File: src/rtl/fwd_pkg.sv
// Shared encodings and helpers for the forwarding/hazard unit.
// The select function keeps the MEM-over-WB priority in one place.
package fwd_pkg;

  localparam logic [1:0] SEL_RF  = 2'b00;
  localparam logic [1:0] SEL_MEM = 2'b01;
  localparam logic [1:0] SEL_WB  = 2'b10;

  localparam int LAT_ALU  = 1;
  localparam int LAT_LOAD = 2;

  // Register 0 never forwards; MEM holds the younger result, so it wins over WB.
  function automatic logic [1:0] fwdSelect(input logic srcZero,
                                           input logic memHit,
                                           input logic wbHit);
    if (srcZero) return SEL_RF;
    if (memHit) return SEL_MEM;
    if (wbHit) return SEL_WB;
    return SEL_RF;
  endfunction

endpackage

File: src/rtl/fwd_scoreboard.sv
// Per-register latency scoreboard: counts cycles until each destination
// becomes forwardable and reports which queried sources are still pending.
module fwd_scoreboard
  import fwd_pkg::*;
#(
  parameter int RW    = 5,
  parameter int NSRC  = 2,
  parameter int LAT_W = 3
) (
  input  logic                 clk,
  input  logic                 rst,
  input  logic                 issue,
  input  logic [RW-1:0]        issueRd,
  input  logic [LAT_W-1:0]     issueLat,
  input  logic [NSRC*RW-1:0]   queryRs,
  output logic [NSRC-1:0]      pending
);

  localparam int NREG = 2 ** RW;

  logic [LAT_W-1:0] cnt     [NREG];
  logic [LAT_W-1:0] cntNext [NREG];
  logic [LAT_W-1:0] latEff;

  always_comb begin
    latEff = (issueLat == '0) ? LAT_W'(LAT_ALU) : issueLat;
  end

  // Issue takes the larger of the decremented count and the new latency,
  // so a short-latency write never overtakes an older long one.
  always_comb begin
    cntNext[0] = '0;
    for (int r = 1; r < NREG; r++) begin
      cntNext[r] = (cnt[r] != '0) ? cnt[r] - LAT_W'(1) : '0;
      if (issue && (issueRd == RW'(r)) && (latEff > cntNext[r])) begin
        cntNext[r] = latEff;
      end
    end
  end

  always_ff @(posedge clk or negedge rst) begin
    if (!rst) begin
      for (int r = 0; r < NREG; r++) begin
        cnt[r] <= '0;
      end
    end else begin
      for (int r = 0; r < NREG; r++) begin
        cnt[r] <= cntNext[r];
      end
    end
  end

  // A count of 1 is covered by MEM forwarding, so only larger counts are pending.
  always_comb begin
    pending = '0;
    for (int k = 0; k < NSRC; k++) begin
      pending[k] = (queryRs[k*RW +: RW] != '0) &&
                   (cnt[queryRs[k*RW +: RW]] > LAT_W'(1));
    end
  end

endmodule

File: src/rtl/fwd_hazard_unit.sv
// Forwarding selects for EX operands plus scoreboard-driven ID stall
// and a saturating count of stalled cycles.
module fwd_hazard_unit
  import fwd_pkg::*;
#(
  parameter int RW    = 5,
  parameter int NSRC  = 2,
  parameter int LAT_W = 3,
  parameter int CNT_W = 16
) (
  input  logic                 clk,
  input  logic                 rst,
  input  logic                 id_valid,
  input  logic [NSRC*RW-1:0]   id_rs,
  input  logic                 id_wr,
  input  logic [RW-1:0]        id_rd,
  input  logic [LAT_W-1:0]     id_lat,
  input  logic                 flush,
  input  logic                 mem_wb,
  input  logic [RW-1:0]        mem_rd,
  input  logic                 wb_wb,
  input  logic [RW-1:0]        wb_rd,
  input  logic [NSRC*RW-1:0]   ex_rs,
  output logic [NSRC*2-1:0]    sel,
  output logic                 stall,
  output logic [CNT_W-1:0]     stall_cnt
);

  logic [NSRC-1:0] pending;
  logic            issue;

  always_comb begin
    sel = '0;
    for (int k = 0; k < NSRC; k++) begin
      sel[k*2 +: 2] = fwdSelect(ex_rs[k*RW +: RW] == '0,
                                mem_wb && (mem_rd == ex_rs[k*RW +: RW]),
                                wb_wb && (wb_rd == ex_rs[k*RW +: RW]));
    end
  end

  // Stall reads pre-issue counts; a stalled or flushed instruction never issues.
  always_comb begin
    stall = id_valid && !flush && (|pending);
    issue = id_valid && !stall && !flush && id_wr && (id_rd != '0);
  end

  fwd_scoreboard #(
    .RW    (RW),
    .NSRC  (NSRC),
    .LAT_W (LAT_W)
  ) scoreboard (
    .clk      (clk),
    .rst      (rst),
    .issue    (issue),
    .issueRd  (id_rd),
    .issueLat (id_lat),
    .queryRs  (id_rs),
    .pending  (pending)
  );

  always_ff @(posedge clk or negedge rst) begin
    if (!rst) begin
      stall_cnt <= '0;
    end else if (stall && (stall_cnt != '1)) begin
      stall_cnt <= stall_cnt + CNT_W'(1);
    end
  end

endmodule

File: config.mk
export PLATFORM = sky130hd
export DESIGN_NAME = fwd_hazard_unit
export DESIGN_NICKNAME = d
export VERILOG_FILES = /design/src/rtl/fwd_pkg.sv /design/src/rtl/fwd_scoreboard.sv /design/src/rtl/fwd_hazard_unit.sv
export SDC_FILE = /design/constraint.sdc
export NUM_CORES = 1
export LEC_CHECK = 0
export BUFFER_PORTS_ARGS = -buffer_cell sky130_fd_sc_hd__buf_4
export CORE_AREA = 2 2 136 165
export CTS_BUF_LIST = sky130_fd_sc_hd__clkbuf_8
export DETAILED_ROUTE_END_ITERATION = 10
export DIE_AREA = 0 0 138 167
export SLEW_MARGIN = 20
export SYNTH_ARGS = -nofsm -noshare
export SYNTH_HDL_FRONTEND = slang
export SYNTH_HIERARCHICAL = 1
export SYNTH_SLANG_ARGS = --single-unit
File: constraint.sdc
create_clock -name clk -period 3.5 [get_ports clk]
set_input_delay 0.7 -clock clk [delete_from_list [all_inputs] [get_ports clk]]
set_output_delay 0.7 -clock clk [all_outputs]
set_load 0.03 [all_outputs]
Word-level counts from Yosys, hierarchy flattened. Index checks and enable logic that the tools add are counted.

Bits in read-only memories: 0. Word-level logic and storage cells: 345. Memories: 0. Output and inout bits: 21. RAM bits: 0. Register bits: 109. Bits of input ports: 45. Bits in latches: 0.

Reductions and logical operators: 115. Order comparisons: 35. $add $sub $neg: 32. Muxes and demuxes: 93. Div/mod/pow operators: 0. Equality and inequality tests: 36. Bitwise logic cells: 2. Multipliers: 0. Shift operators: 0.

Operators with widths (count): 3-bit two-way mux (67); 3-bit > comparator (31); 3-bit nonzero test (31); 3-bit by 1-bit subtractor with 3-bit output (second input constant) (31); 5-bit equality test (second input constant) (16); 1-bit logical AND (75); 5-bit by 4-bit equality test with 1-bit output (second input constant) (8); 3-bit binary-select mux with 5-bit select (2); 2-bit two-way mux (12); 5-bit by 3-bit equality test with 1-bit output (second input constant) (4); 5-bit equality test (4); 16-bit by 1-bit adder with 16-bit output (second input constant) (1); 16-bit != test (second input constant) (1); 5-bit nonzero test (3); 6-bit greater-or-equal comparator (second input constant) (2); 1-bit two-way mux (12); 5-bit NOT with 6-bit output (2); 5-bit by 2-bit equality test with 1-bit output (second input constant) (2); 5-bit zero test (2); 3-bit by 1-bit > comparator with 1-bit output (second input constant) (2); 5-bit by 1-bit equality test with 1-bit output (second input constant) (1); 3-bit zero test (1); 1-bit zero test (2); 2-bit OR reduction (1).

Logic depth before layout (Yosys ltp). Gate-level depths: netlist (run 1).

Depth in word-level cells: 16. Mapped depth: 15. Gate-level depth less buffers: 13.

By module. Netlist (run 1), hierarchy kept.

Modules (own cells, without submodules): fwd_scoreboard (cells an instance 779, seq. area each 2327.2 µm², times used 1, area an instance 7323.3 µm²); fwd_hazard_unit (cells an instance 112, seq. area each 400.4 µm², times used 1, area an instance 1134.8 µm²).

Worst setup path before layout (run 1). No wires, ideal clock.

Path kind: input-to-reg. From: input port id_rs[6]. To: register scoreboard/cnt[18] in the netlist's numbering. Data required time: 3.372 ns. Slack: -0.118 ns. Stages: 13. Buffers on the path: 2. Library setup time: 0.128 ns. Arrival: 3.491 ns. Cell sequence: buf_2 -> buf_1 -> a21oi_1 -> a311oi_1 -> nand4b_1 -> o311a_1 -> nor2_1 -> nand3_1 -> a21oi_1 -> nand3_2 -> or2_0 -> a311oi_2 -> mux2_1.

RTL lines: start: declaration (line fwd_hazard_unit.sv:14) `input logic [NSRC*RW-1:0] id_rs,`; end signal: indexed assignment (line fwd_scoreboard.sv:48) `cnt[r] <= cntNext[r];`; end: declaration (line fwd_scoreboard.sv:21) `logic [LAT_W-1:0] cnt [NREG];`.

Final worst setup path (run 1).
From: register scoreboard/cnt[25] in the netlist's numbering. To: output port stall.

Word-level cells in the longest chain between the ends: 7. Elaborated cells between the ends (all ways): 12. Classes of those cells: order compare (2); mux (6); reduce/logical (4).

Ends and longest elaborated chain: 3-bit binary-select mux with 5-bit select (line fwd_scoreboard.sv:58) `(cnt[queryRs[k*RW +: RW]] > LAT_W'(1));`; 3-bit two-way mux (implied by the code) (2 in a row) (line fwd_scoreboard.sv:58); 3-bit by 1-bit > comparator with 1-bit output (line fwd_scoreboard.sv:58); 1-bit logical AND (line fwd_scoreboard.sv:57) `pending[k] = (queryRs[k*RW +: RW] != '0) &&`; named net pending[1] (line fwd_hazard_unit.sv:29) `logic [NSRC-1:0] pending;`; 2-bit OR reduction (line fwd_hazard_unit.sv:43) `stall = id_valid && !flush && (|pending);`; 1-bit logical AND (line fwd_hazard_unit.sv:43); end: declaration (line fwd_hazard_unit.sv:25) `output logic stall,`.

The timed path passes the listed nets, and every way through them passes these cells. The select of a mux whose other input is x is not followed.

==> results.ini, run 1 <==
[critical_path]
startpoint_type = flip-flop
critical_path_class = reg2out
cp_max_fo = 4
arrival_ps = 2620
cp.required_ps = 2800
crit_path_end_kind = primary output

[drt]
drt-initial-drc-count = 460
wl_mm = 21.38
ant_nets = 0
drt_pre_antenna_iters = 5
route.detailed.drc = 0
post_drt_wl_per_cell_um = 17.06
routed-via-count = 7046
vias_per_cell = 5.623

[sta]
timing.slew.headroom_pct = 41.79
tightest_slew_ps = 873.1
setup_viol = 0
fmax_mhz = 301.5
fin_setup_tns_ps = 0
rsz0062_at_grt = no
hold_violations = 0
slew_viol_final = 0
skew_ps = 10.72
fin_crit_sh_pct = 94.77
fin_crit_ps = 3317

[min_path]
hp-class = in2async

[run]
drv_cap = 0

[cts]
cts-buffers-inserted = 9
hold_buffers = 0
htreeDepth = 3
cts_sinks = 109
ctsRootBufferMaster = clkbuf_8
path_clk_slew_ps = 110
cts_tree = built
clk_path_buf_depth = 2
clock_latency_ps = 400

[final_layout]
drive_above_1_share_pct = 26.05
final_common_cell = nand2_1
syn_to_final_growth_pct = 14.45
final.fill_count = 2112
layout_common_cells = nand2_1, dfrtp_1, buf_4
n_antenna_cell = 0
nets = 1082

[power_and_ir_drop]
vdd_drop_max_uv = 319.0
power_w = 0.002723
powerDensity_nw_per_um2 = 281.3
p_leak_nw = 4.561

[global_routing]
grt_max_degree = 82
grt-ovfl-total = 0
grt_usage_pct = 18.95
grt_pass1_vias = 6933
grt_pass1_wl_mm = 35.54
grt_antenna_before_repair = 0

[place]
hpwl_mm = 15.74
io_buffers = 65
place.gp.congestion = 0.8629

[floorplan]
pin_count = 66
fp-row-count = 59
core_um2 = 21410
dieArea_um2 = 23050
dieHeight_um = 167
initial_core_util_pct = 39.51
fp.dieW_um = 138

[synthesis]
synth_fp_nets = 999
ys_async_sr_fraction_pct = 100.0
ys_seq_area_share_pct = 32.25
yosys_warnings = 6
ys_types = 63
syn_avg_cell_area_um2 = 9.493
ys_ff_latch = 109
ys.flop_type = dfrtp_1
netlist_area_um2 = 8458
syn_inst = 891
synth_edf_count = 0

[outcome]
outcome = finished clean

repair_timing:
| action | 4_1_cts | 5_1_grt |
|---|---|---|
| gates resized for setup | 0 | 4 |
| setup buffers | 0 | 0 |
| endpoints found under the setup margin | 0 | 28 |
logic make-up after synthesis:
| kind of cell | count (synthesis) | synth area share [%] |
|---|---|---|
| AND/OR/NAND/NOR | 331 | 19.56 |
| AO/OA/AOI/OAI | 157 | 14.67 |
| flip-flops | 109 | 32.25 |
| multiplexers | 104 | 14.45 |
| XOR/XNOR | 65 | 6.731 |
| adder cells (fa/ha/maj) | 63 | 9.320 |
| buffers and inverters | 62 | 3.018 |
registers in the layout, summed over array words and instances, names as in the netlist:
signal / count
scoreboard/cnt: 93
stall_cnt: 16
routing by layer:
layer | vias up | wire, um | track usage [%]
li1 | 3439 | - | -
met1 | 3431 | 9704 | 24.49
met2 | 153 | 10540 | 33.43
met3 | 23 | 853 | 2.846
met4 | 0 | 279 | 4.437
met5 | - | 0 | 0
worst max-delay path: stages (launching register included):
cell     delay (ps)
dfrtp_1         410
nor2_1          250
mux4_2          290
mux2i_1          60
and2_1          150
o311a_1         350
buf_4           140
o21ai_1         310
inv_1            80
buf_4           180
through the flow:
| stage | setup WS [ps] | instances | cell area (um^2) | hold slack, ps | util [%] |
|---|---|---|---|---|---|
| global placement | 127.9 | 1237 | 9464 | 521.4 | 44.21 |
| global route | 73.84 | 1253 | 9681 | 319.4 | 45.22 |
| detailed placement | -47.23 | 1237 | 9464 | 529.0 | 44.21 |
| CTS | 65.75 | 1253 | 9671 | 298.0 | 45.17 |
| finish | 183.2 | 1253 | 9681 | 296.2 | 45.22 |
| floorplan | 34.73 | 891 | 8463 | 404.4 | - |
Yosys cell counts, types with 4 or more instances:
master | instances | share of area (%)
o211ai_1 | 4 | 0.36
nor3b_1 | 13 | 1.2
a311oi_1 | 6 | 0.62
nand2b_1 | 7 | 0.52
a211oi_1 | 7 | 0.62
dfrtp_1 | 109 | 32
mux2_2 | 54 | 7.2
o2111ai_1 | 29 | 3.0
xor2_1 | 14 | 1.4
o211ai_2 | 25 | 3.7
buf_2 | 6 | 0.36
nand4_1 | 6 | 0.44
nor3_1 | 18 | 1.1
buf_4 | 4 | 0.36
clkbuf_1 | 14 | 0.62
buf_1 | 6 | 0.27
mux2i_1 | 37 | 4.4
a21oi_1 | 7 | 0.41
mux4_2 | 8 | 2.1
or3b_2 | 24 | 2.5
nand3_1 | 8 | 0.47
ha_1 | 63 | 9.3
nor2_1 | 98 | 4.3
inv_1 | 31 | 1.4
a31oi_1 | 27 | 2.0
xnor2_1 | 51 | 5.3
nand2_1 | 122 | 5.4
o21ai_0 | 35 | 2.1
cell type report:
class	count	area, um^2	area share [%]
Inverter	32	120.1	1.241
Clock buffer	10	137.6	1.422
Sequential cell	109	2728	28.18
Timing Repair Buffer	102	790.8	8.169
Multi-Input combinational cell	720	5493	56.74
Clock inverter	6	68.82	0.7109
Tap cell	274	342.8	3.541
where the power goes:
group / internal [W] / switching (W) / total (W)
clock network: 0.000357 / 0.000468 / 0.000826
registers: 0.00129 / 0.0000508 / 0.00134
logic: 0.000221 / 0.000334 / 0.000555
path summary, 6_finish.rpt:
kind	endpoint	cells past startpoint	slack, ps	start
setup / recovery	stall	9	180	scoreboard/cnt[25]
hold / removal	scoreboard/cnt[11]	1	300	rst
setup reg to reg	scoreboard/cnt[16]	14	280	scoreboard/cnt[25]
hold reg to reg	stall_cnt[3]	1	540	stall_cnt[3]
max in group asynchronous	scoreboard/cnt[61]	2	2520	rst
min in group clk	stall_cnt[3]	1	540	stall_cnt[3]
(Power assumes the default switching activity.)
==> inputs of run 2 (changes only) <==
Settings changed: GPL_TIMING_DRIVEN set to 0.
==> results.ini, run 2 (same netlist as run 1, synthesis figures left out) <==
[final_layout]
final_common_cell = nand2_1
top_regs = scoreboard/cnt: 93 flops, stall_cnt: 16 flops
final_area_um2 = 9691  ; +0.10%
layout_common_cells = nand2_1, dfrtp_1, nor2_1
largest_reg_flops = 93  ; unchanged
top_register = scoreboard/cnt
nets = 1079  ; -0.28%
syn_to_final_growth_pct = 14.57
drive_above_1_share_pct = 25.51  ; -0.53 points

[drt]
drt-initial-drc-count = 376  ; -18%
ant_nets = 0  ; unchanged
drt_pre_antenna_iters = 5  ; unchanged
wl_mm = 22.34  ; +4.5%
vias_per_cell = 5.708  ; +1.5%
routed-via-count = 7141  ; +1.3%
post_drt_wl_per_cell_um = 17.86  ; +4.7%
route.detailed.drc = 0  ; unchanged

[critical_path]
startpoint_type = input port
crit_path_end_kind = primary output
crit_chain = clkbuf_2, mux4_2, a221oi_1, a311oi_1, nor3b_2, o21ai_2, inv_1, buf_4
worst-path-buf-inv = 3  ; unchanged
arrival_ps = 2670  ; +50 ps
cp.required_ps = 2800  ; about the same
max_stage_delay_ps = 540  ; +130 ps
critical_path_class = in2out
crit_slowest_cell = mux4_2
cp_max_fo = 8  ; +4
path_delay_family = multiplexers
ff2ff_setup_slack_ps = 180  ; -100 ps

[cts]
cts_sinks = 109  ; unchanged
cts_tree = built
path_clk_slew_ps = 110  ; about the same
cts-buffers-inserted = 9  ; unchanged
clk_path_buf_depth = 2  ; unchanged
ctsRootBufferMaster = clkbuf_8
clock_latency_ps = 400  ; about the same
htreeDepth = 3  ; unchanged

[power_and_ir_drop]
vdd_drop_max_uv = 328.7  ; +3.0%
p_leak_nw = 4.540  ; -0.48%
power_w = 0.002747  ; +0.87%
powerDensity_nw_per_um2 = 283.4  ; +0.77%

[sta]
slew_viol_final = 0  ; unchanged
setup_viol = 0  ; unchanged
fmax_mhz = 297.1  ; -1.5%
skew_ps = 11.83  ; +1.116 ps
fin_crit_ps = 3366  ; +49.06 ps
rsz0062_at_grt = no
fin_crit_sh_pct = 96.17  ; +1.4 points
tightest_slew_ps = 665.4  ; -207.7 ps
hold_violations = 0  ; unchanged
timing.slew.headroom_pct = 55.64  ; +14 points

[floorplan]
dieHeight_um = 167  ; unchanged
fp-row-count = 59  ; unchanged
dieArea_um2 = 23050  ; unchanged
initial_core_util_pct = 39.51  ; unchanged
core_um2 = 21410  ; unchanged
pin_count = 66  ; unchanged
fp.dieW_um = 138  ; unchanged

[global_routing]
grt.busiest_layer = met2
gr-usage-met3_pct = 2.961  ; +0.12 points
grt-ovfl-total = 0  ; unchanged
met2_usage_pct = 32.95  ; -0.47 points
grt_usage_pct = 19.30  ; +0.35 points
grt_pass1_vias = 7120  ; +2.7%
grt_pass1_wl_mm = 36.02  ; +1.3%
grt_max_degree = 74  ; -9.8%
grt.met1_usage_pct = 24.22  ; -0.27 points
grt_antenna_before_repair = 0  ; unchanged

[place]
hpwl_mm = 16.35  ; +3.8%
post_dp_cell_area_um2 = 9324  ; -1.5%
place.gp.congestion = 0.8561  ; -0.79%
io_buffers = 61  ; -6.2%

[run]
drv_cap = 0  ; unchanged

[min_path]
hp-class = in2async

[outcome]
outcome = finished clean

-- run 2: cell count changes in the layout (fill, tap and decap cells not counted), sizes merged --
cell    change
diode       +1
clkinv      +3
clkbuf     +14
inv         -2
buf        -18
-- run 2: area by class of cell --
type | count | area (um^2)
multi-input cells | 720 | 5582
inverters | 32 | 122.6
well taps | 274 | 342.8
flip-flops and latches | 109 | 2728
clock inverters | 7 | 83.83
repair buffers | 69 | 561.8
clock buffers | 9 | 123.9
plain buffers | 30 | 143.9
fillers | 2096 | 11720
diodes | 1 | 2.502
-- run 2: stage by stage --
step | worst slack, ps | instances | setup TNS, ps | util, % | hold slack [ps]
final | 134.1 | 1251 | 0 | 45.27 | 182.9
after global routing | 18.36 | 1250 | 0 | 45.25 | 200.2
after CTS | 9.206 | 1246 | 0 | 44.85 | 186.7
after detailed placement | -848.5 | 1228 | -51100 | 43.55 | 505.6
after global placement | -1098 | 1226 | -76120 | 43.27 | 512.8
after floorplan | 34.73 | 891 | 0 | - | 404.4
-- run 2: worst paths after layout --
check	from	depth (start not counted)	endpoint
min reg2reg	stall_cnt[13]	1	stall_cnt[13]
min in group clk	stall_cnt[13]	1	stall_cnt[13]
min	rst	1	scoreboard/cnt[50]
max reg2reg	scoreboard/cnt[40]	13	scoreboard/cnt[85]
max	id_rs[2]	8	stall
max in group asynchronous	rst	2	scoreboard/cnt[89]
-- run 2: timing repair --
item                                    4_1_cts  5_1_grt
pin swaps                                     3        5
endpoints found under the setup margin       68       55
resized for setup                            14       20
buffers inserted                              2        4
hold buffers                                  0        0
-- run 2: where the power goes --
group | internal (W) | switching, W
Sequential | 0.00129 | 0.0000527
Combinational | 0.000220 | 0.000350
Clock | 0.000343 | 0.000490
-- run 2: metal layers --
metal / vias up / wire length (um)
met2: 159 / 10730
met5: - / 0
met1: 3486 / 9920
li1: 3448 / -
met4: 0 / 699
met3: 48 / 989
==> inputs of run 3 (changes only) <==
Settings changed: RECOVER_POWER set to 50.
==> results.ini, run 3 (same netlist as run 1, synthesis figures left out) <==
[drt]
routed-via-count = 7147  ; +0.084%
wl_mm = 22.36  ; about the same
vias_per_cell = 5.713  ; about the same
drt-initial-drc-count = 373  ; -0.80%
ant_nets = 0  ; unchanged
post_drt_wl_per_cell_um = 17.88  ; about the same
route.detailed.drc = 0  ; unchanged
drt_pre_antenna_iters = 5  ; unchanged

[final_layout]
final_common_cell = nand2_1
top_register = scoreboard/cnt
largest_reg_flops = 93  ; unchanged
instances_no_fill = 1251  ; unchanged
final_area_um2 = 9646  ; -0.46%
fin_util_pct = 45.06  ; -0.21 points
drive_above_1_share_pct = 24.39  ; -1.1 points
layout_common_cells = nand2_1, dfrtp_1, nor2_1
nets = 1079  ; unchanged
syn_to_final_growth_pct = 14.04
top_regs = scoreboard/cnt: 93 flops, stall_cnt: 16 flops

[cts]
cts-buffers-inserted = 9  ; unchanged
clock_latency_ps = 400  ; about the same
cts_tree = built
path_clk_slew_ps = 120  ; about the same
htreeDepth = 3  ; unchanged
clk_path_buf_depth = 2  ; unchanged
cts_sinks = 109  ; unchanged
ctsRootBufferMaster = clkbuf_8

[critical_path]
cp.required_ps = 2800  ; about the same
ff2ff_setup_slack_ps = 180  ; about the same
r2r_cells = 13  ; unchanged
crit_slowest_cell = mux4_2
reg2reg_from = scoreboard/cnt[40]
critical_path_class = in2out
crit_chain = clkbuf_2, mux4_2, a221oi_1, a311oi_1, nor3b_2, o21ai_2, inv_1, buf_4
arrival_ps = 2660  ; about the same
crit_path_end_kind = primary output
cp_max_fo = 8  ; unchanged
max_stage_delay_ps = 540  ; about the same
reg2reg_to = scoreboard/cnt[85]
critPathLaunch = id_rs[2]
startpoint_type = input port
worstSetupEndpoint = stall

[global_routing]
grt_usage_pct = 19.30  ; unchanged
grt_max_degree = 74  ; unchanged
grt_antenna_before_repair = 0  ; unchanged
grt_pass1_wl_mm = 36.02  ; unchanged
grt-ovfl-total = 0  ; unchanged
grt_pass1_vias = 7120  ; unchanged

[sta]
setup_viol = 0  ; unchanged
slew_viol_final = 37  ; +37
tightest_slew_ps = 2113  ; +1447 ps
fin_crit_ps = 3364  ; -1.733 ps
hold_violations = 0  ; unchanged
fin_setup_tns_ps = 0  ; unchanged
fin_crit_sh_pct = 96.12  ; about the same
rsz0062_at_grt = no
timing.slew.headroom_pct = -40.85  ; -96 points
fmax_mhz = 297.3  ; about the same
skew_ps = 11.83  ; +0.003400 ps

[place]
dp.cells = 1228  ; unchanged
hpwl_mm = 16.35  ; unchanged
place.gp.congestion = 0.8561  ; unchanged
post_dp_cell_area_um2 = 9324  ; unchanged
io_buffers = 61  ; unchanged

[floorplan]
initial_core_util_pct = 39.51  ; unchanged
fp.dieW_um = 138  ; unchanged
core_um2 = 21410  ; unchanged
dieHeight_um = 167  ; unchanged
fp-row-count = 59  ; unchanged
pin_count = 66  ; unchanged
dieArea_um2 = 23050  ; unchanged

[run]
drv_cap = 1  ; +1

[power_and_ir_drop]
p_seq_share_pct = 49.2  ; +0.3 points
swShare_pct = 32.68  ; +0.21 points
switchingPower_w = 0.0008926  ; about the same
p_leak_nw = 4.494  ; -1.0%
intPower_w = 0.001839  ; -0.86%
vdd_drop_max_uv = 313.6  ; -4.6%
powerDensity_nw_per_um2 = 283.2  ; about the same
p_clk_share_pct = 30.5  ; +0.2 points
power_frac_comb_pct = 20.3  ; -0.4 points

[min_path]
holdPathStages = 1
hp-class = reg2reg

[outcome]
violations = capacitance limit, slew limit
outcome = finished, violations left

## run 3: through the flow
step	power, W	hold slack [ps]	setup slack, ps
after floorplan	0.001688	404.4	34.73
after global placement	0.001913	512.8	-1098
after detailed placement	0.001930	505.6	-848.5
after CTS	0.002777	186.7	9.206
after global routing	0.002862	541.2	18.36
final	0.002731	542.1	135.9
## run 3: metal layers
layer  global-route usage [%]  part of all wire, %  up-vias  wire, um
li1                         -                    -     3447         -
met1                    24.22                   44     3493      9911
met2                    32.95                   48      161     10730
met3                    2.961                  4.7       46      1046
met4                    8.429                  3.0        0       675
met5                        0                    0        -         0
## run 3: power by group through the flow
stage               registers [W]  clock network [W]  logic [W]
floorplan                 0.00142                  0   0.000269
global placement          0.00137                  0   0.000544
detailed placement        0.00137                  0   0.000562
CTS                       0.00135           0.000862   0.000570
global route              0.00135           0.000902   0.000607
finish                    0.00134           0.000834   0.000554
## run 3: layout make-up
type | instances | area [um^2]
Multi-Input combinational cell | 720 | 5582
Inverter | 32 | 122.6
Sequential cell | 109 | 2728
Timing Repair Buffer | 69 | 516.7
Tap cell | 274 | 342.8
Clock inverter | 7 | 83.83
Fill cell | 2113 | 11760
Clock buffer | 9 | 123.9
Antenna cell | 1 | 2.502
Buffer | 30 | 143.9
## run 3: worst max-delay path, delay by kind of cell
kind / cells / cell delay, ps
mux: 1 / 540
buf+inv: 3 / 470
simple gates: 1 / 410
compound gates: 3 / 540
## run 3: worst min-delay path by stage
stage / slack [ps] / startpoint / end
global route: 540 / stall_cnt[7] / stall_cnt[7]
detailed placement: 510 / stall_cnt[7] / stall_cnt[7]
CTS: 190 / rst / scoreboard/cnt[50]
global placement: 510 / stall_cnt[7] / stall_cnt[7]
finish: 540 / stall_cnt[13] / stall_cnt[13]
floorplan: 400 / rst / scoreboard/cnt[0]
## run 3: timing repair
item | CTS | global route
setup buffers | 2 | 4
gates resized for setup | 14 | 20
setup endpoints to repair | 68 | 55
pin swaps | 3 | 5
hold buffers | 0 | 0
